--- config.mk ---
export PLATFORM = sky130hd
export DESIGN_NAME = instr_sequencer
export DESIGN_NICKNAME = d
export VERILOG_FILES = /design/src/rtl/instr_sequencer.sv
export SDC_FILE = /design/constraint.sdc
export NUM_CORES = 1
export LEC_CHECK = 0
export ABC_CLOCK_PERIOD_IN_PS = 3910
export CORE_MARGIN = 2
export CORE_UTILIZATION = 55
export CTS_BUF_LIST = sky130_fd_sc_hd__clkbuf_4 sky130_fd_sc_hd__clkbuf_8
export DETAILED_ROUTE_END_ITERATION = 7
export GPL_TIMING_DRIVEN = 0
export PLACE_DENSITY = 0.88
export SYNTH_ARGS = -nofsm -noshare
export SYNTH_HDL_FRONTEND = slang
export SYNTH_SLANG_ARGS = --single-unit
--- constraint.sdc ---
create_clock -name clk -period 3.91 [get_ports clk]
set_input_delay 0.5865 -clock clk [delete_from_list [all_inputs] [get_ports clk]]
set_output_delay 0.5865 -clock clk [all_outputs]
set_load 0.05 [all_outputs]
--- src/rtl/instr_sequencer.sv ---
// Program sequencer: fetches ROM words, runs JMP/HALT locally and holds every other
// opcode on `instruction` for one SLOT_CYCLES-long control slot.
module instr_sequencer #(
    parameter int ADDR_W      = 5,
    parameter int SLOT_CYCLES = 3
) (
    input  logic              clk,
    input  logic              clear_n,
    input  logic              run,
    input  logic              step,
    output logic [ADDR_W-1:0] prog_addr,
    input  logic [7:0]        prog_data,
    output logic [2:0]        instruction,
    output logic [ADDR_W-1:0] operand,
    output logic              ctl_clear,
    output logic              slot_start,
    output logic              busy,
    output logic              halted
);
    typedef enum logic [1:0] {S_IDLE, S_FETCH, S_EXEC, S_HALT} state_t;

    localparam logic [2:0] OP_JMP    = 3'b100;
    localparam logic [2:0] OP_HALT   = 3'b101;
    localparam logic [3:0] SLOT_LAST = 4'(SLOT_CYCLES - 1);

    state_t            state;
    logic [ADDR_W-1:0] pc;
    logic [7:0]        ir;
    logic [3:0]        slot_cnt;
    logic              step_mode;

    // A single step only ever buys one word; free-run continues only while run holds.
    logic continue_run;
    assign continue_run = run && !step_mode;

    always_ff @(posedge clk or negedge clear_n) begin
        if (!clear_n) begin
            state     <= S_IDLE;
            pc        <= '0;
            ir        <= 8'hA0;
            slot_cnt  <= '0;
            step_mode <= 1'b0;
        end else begin
            case (state)
                S_IDLE: begin
                    if (run || step) begin
                        state     <= S_FETCH;
                        step_mode <= !run;
                    end
                end
                S_FETCH: begin
                    case (prog_data[7:5])
                        OP_JMP: begin
                            pc    <= prog_data[ADDR_W-1:0];
                            state <= continue_run ? S_FETCH : S_IDLE;
                        end
                        OP_HALT: state <= S_HALT;
                        default: begin
                            ir       <= prog_data;
                            slot_cnt <= '0;
                            state    <= S_EXEC;
                        end
                    endcase
                end
                S_EXEC: begin
                    slot_cnt <= slot_cnt + 4'd1;
                    // The slot always runs to completion; run is only consulted at its end.
                    if (slot_cnt == SLOT_LAST) begin
                        pc    <= pc + ADDR_W'(1);
                        state <= continue_run ? S_FETCH : S_IDLE;
                    end
                end
                S_HALT: begin
                    if (step) begin
                        pc        <= pc + ADDR_W'(1);
                        step_mode <= 1'b1;
                        state     <= S_FETCH;
                    end
                end
                default: state <= S_IDLE;
            endcase
        end
    end

    // Pure decode of registered state, so no input reaches an output combinationally.
    assign prog_addr   = pc;
    assign operand     = ir[ADDR_W-1:0];
    assign instruction = (state == S_EXEC) ? ir[7:5] : OP_HALT;
    assign ctl_clear   = (state != S_EXEC);
    assign slot_start  = (state == S_EXEC) && (slot_cnt == 4'd0);
    assign busy        = (state == S_FETCH) || (state == S_EXEC);
    assign halted      = (state == S_HALT);
endmodule

==> key figures <==
Floorplan
  • Die H: 50.6 um
  • IO Pins: 29
  • Std cell rows: 16
  • Die Area: 2560 um2
  • Initial Utilization: 59.6%
  • Die width: 50.6 um
  • Core area: 2000 um2

Timing
  • Pins Over Slew Limit: 0
  • Worst-margin pin slew: 908 ps
  • Hold Fails Final Rpt: 0
  • Final clock skew: 6.49 ps
  • RSZ-0062 raised after global routing: false
  • Final Cycle Share: 72.4%
  • Max Fclk: 353 MHz
  • Fin crit period: 2830 ps
  • Fin Hold WS: 487 ps
  • # setup viols final: 0
  • Worst rel slew slack: 39.3%
  • Post-route worst setup slack: 1080 ps
  • Setup_tns: 0 ps

Global route
  • Global-route usage over all layers: 21.0%
  • Largest net degree at the start of global routing: 21
  • Gr ovfl total: 0
  • Initial antenna violation count: 0
  • First-pass GRT wire length: 4110 um
  • Vias in the first global route: 939

Clock tree
  • Postcts setup bufs: 0
  • Clk slew on worst S/H paths: 120 ps
  • Clock Latency Late Sink: 300 ps
  • Post-cts sizing count: 0
  • Maximum buffer depth of the clock tree: 2
  • Clock Sinks: 20
  • CTS Buf Count: 3
  • H-tree depth: 1
  • CTS Hold Bufs: 0
  • CTS tree: built
  • Root buf cell: clkbuf_4

Synthesis
  • Top-area cell type share of the netlist area: 37.7%
  • Warnings from Yosys: 0
  • Post-synth net total: 140
  • #FFs+latches synth: 20
  • Sequential share of the synthesized area: 42.1%
  • Netlist cell types: 33
  • Mapped Avg Cell Area: 9.95 um2
  • Synth top area cells: dfrtp_1 38%, ha_1 8.4%, mux2_2 7.5%, dfstp_2 4.4%, o21ai_0 3.8%
  • Post-Synthesis Cells: 120
  • Leading area contributor after synthesis: dfrtp_1
  • Cell area after synthesis: 1190 um2

Power
  • Leakage: 0.672 nW
  • Max IR drop VDD: 707 uV
  • Power per cell area: 881 nW/um2
  • Final Power: 1.36 mW

Worst setup path
  • CP arrival: 2250 ps
  • Worst setup EP type: primary output
  • Maximum fanout along the worst path: 10
  • WS Path Type: reg -> out
  • Worst setup SP type: register
  • WP data required: 3320 ps

Final layout
  • Diodes inserted: 0
  • Layout fillers: 142
  • Fin cells: 179
  • Sequential cell area: 503 um2
  • Fin nets: 173
  • Area of the multi-input gates: 612 um2
  • Area Overhead vs Synth: 29.4%
  • Layout cell share with drive strength beyond 1: 18.4%
  • Util after Layout: 77.1%
  • Post-route design area: 1540 um2

Placed design
  • Post-DP HPWL: 1860 um
  • Pre-CTS setup slack: 1450 ps
  • IO buf count: 28
  • DP Cell Count: 175
  • GP Congestion: 0.776
  • Placed Area: 1510 um2

Drt
  • Routed wire length per instance: 13.8 um
  • Drt pass-1 iters: 4
  • Via-to-Cell Ratio: 5.53
  • Overall routed net length: 2460 um
  • Routed Antenna Nets: 0
  • Via count: 989
  • Drc violations: 0
  • First DRT Iteration DRCs: 24

Status
  • Outcome: complete, no violations

Hold path
  • Hold/Removal Path Class: reg -> reg

Run
  • MaxCap Viol Count: 0
-- report_power, final --
part / total [mW] / internal [mW] / switching [mW]
logic: 0.865 / 0.346 / 0.519
registers: 0.374 / 0.304 / 0.0698
clock network: 0.121 / 0.0567 / 0.0647
total: 1.36 / 0.707 / 0.653
-- Yosys cell counts, drive strengths merged --
cell type / instances
nor2b: 3
nor2: 6
o221ai: 2
mux2: 8
and2: 2
buf: 8
or3: 1
a32o: 1
nor4: 1
dfstp: 2
nand2: 11
a21oi: 7
or2: 1
o21ai: 9
inv: 7
nand3b: 1
nand2b: 3
nor3: 4
a211o: 1
dfrtp: 18
o21a: 1
nand3: 3
o22ai: 1
mux2i: 4
o31ai: 4
ha: 8
and3b: 1
nor3b: 2
-- path summary, 6_finish.rpt --
check                         start  slack [ps]            to  cells after the start
min                           ir[6]         490         ir[6]                      2
max                        state[0]        1080    slot_start                      6
min reg2reg                   ir[6]         490         ir[6]                      2
min in group asynchronous   clear_n         780   slot_cnt[3]                      1
max reg2reg                state[0]        2020  prog_addr[0]                      7
max in group asynchronous   clear_n        2570         ir[6]                      1
-- flip-flops by register name, summed over array words and instances (netlist names) --
signal / flops
ir: 8
prog_addr: 5
slot_cnt: 4
state: 2
step_mode: 1
-- cells by family after synthesis --
kind of cell             synth area share, %
AND/OR/NAND/NOR                         17.4
AO/OA/AOI/OAI                           14.6
flip-flops                              42.1
buffers and inverters                   6.60
multiplexers                            10.9
adder cells (fa/ha/maj)                 8.39
-- placed cells by master, fill, tap and decap left out, types with 3 or more instances in the layout --
cell type,instances
o31ai_1,4
nand2_1,11
nand3_1,3
a21oi_1,7
inv_1,6
nor2_1,6
nor3_1,4
clkbuf_4,3
dfrtp_1,18
buf_4,5
ha_1,8
mux2i_1,4
clkdlybuf4s50_1,28
buf_2,3
o21ai_0,9
nand2b_1,3
nor2b_1,3
mux2_2,8
-- final cells by class --
class,instances,share of cell area (%)
clock buffers,4,2.35
well taps,27,2.19
multi-input cells,85,39.6
inverters,7,1.70
flip-flops and latches,20,32.6
plain buffers,8,3.40
repair buffers,28,18.2
-- layer usage --
metal	share of wire (%)	up-vias	track usage, %	wire length, um
met5	0	-	0	0
met4	1.1	0	4.95	27
met3	4.5	6	3.57	112
met2	50	36	37.3	1240
met1	44	467	26.6	1080
li1	-	480	-	-
-- critical path: stages (launching register included) --
cell             delay (ps)
dfrtp_1                 440
inv_1                    90
ha_1                    160
buf_2                   220
nand2_1                  70
nor3_1                  140
clkdlybuf4s50_1         830
Note: power is estimated with default switching activity, not from simulation.
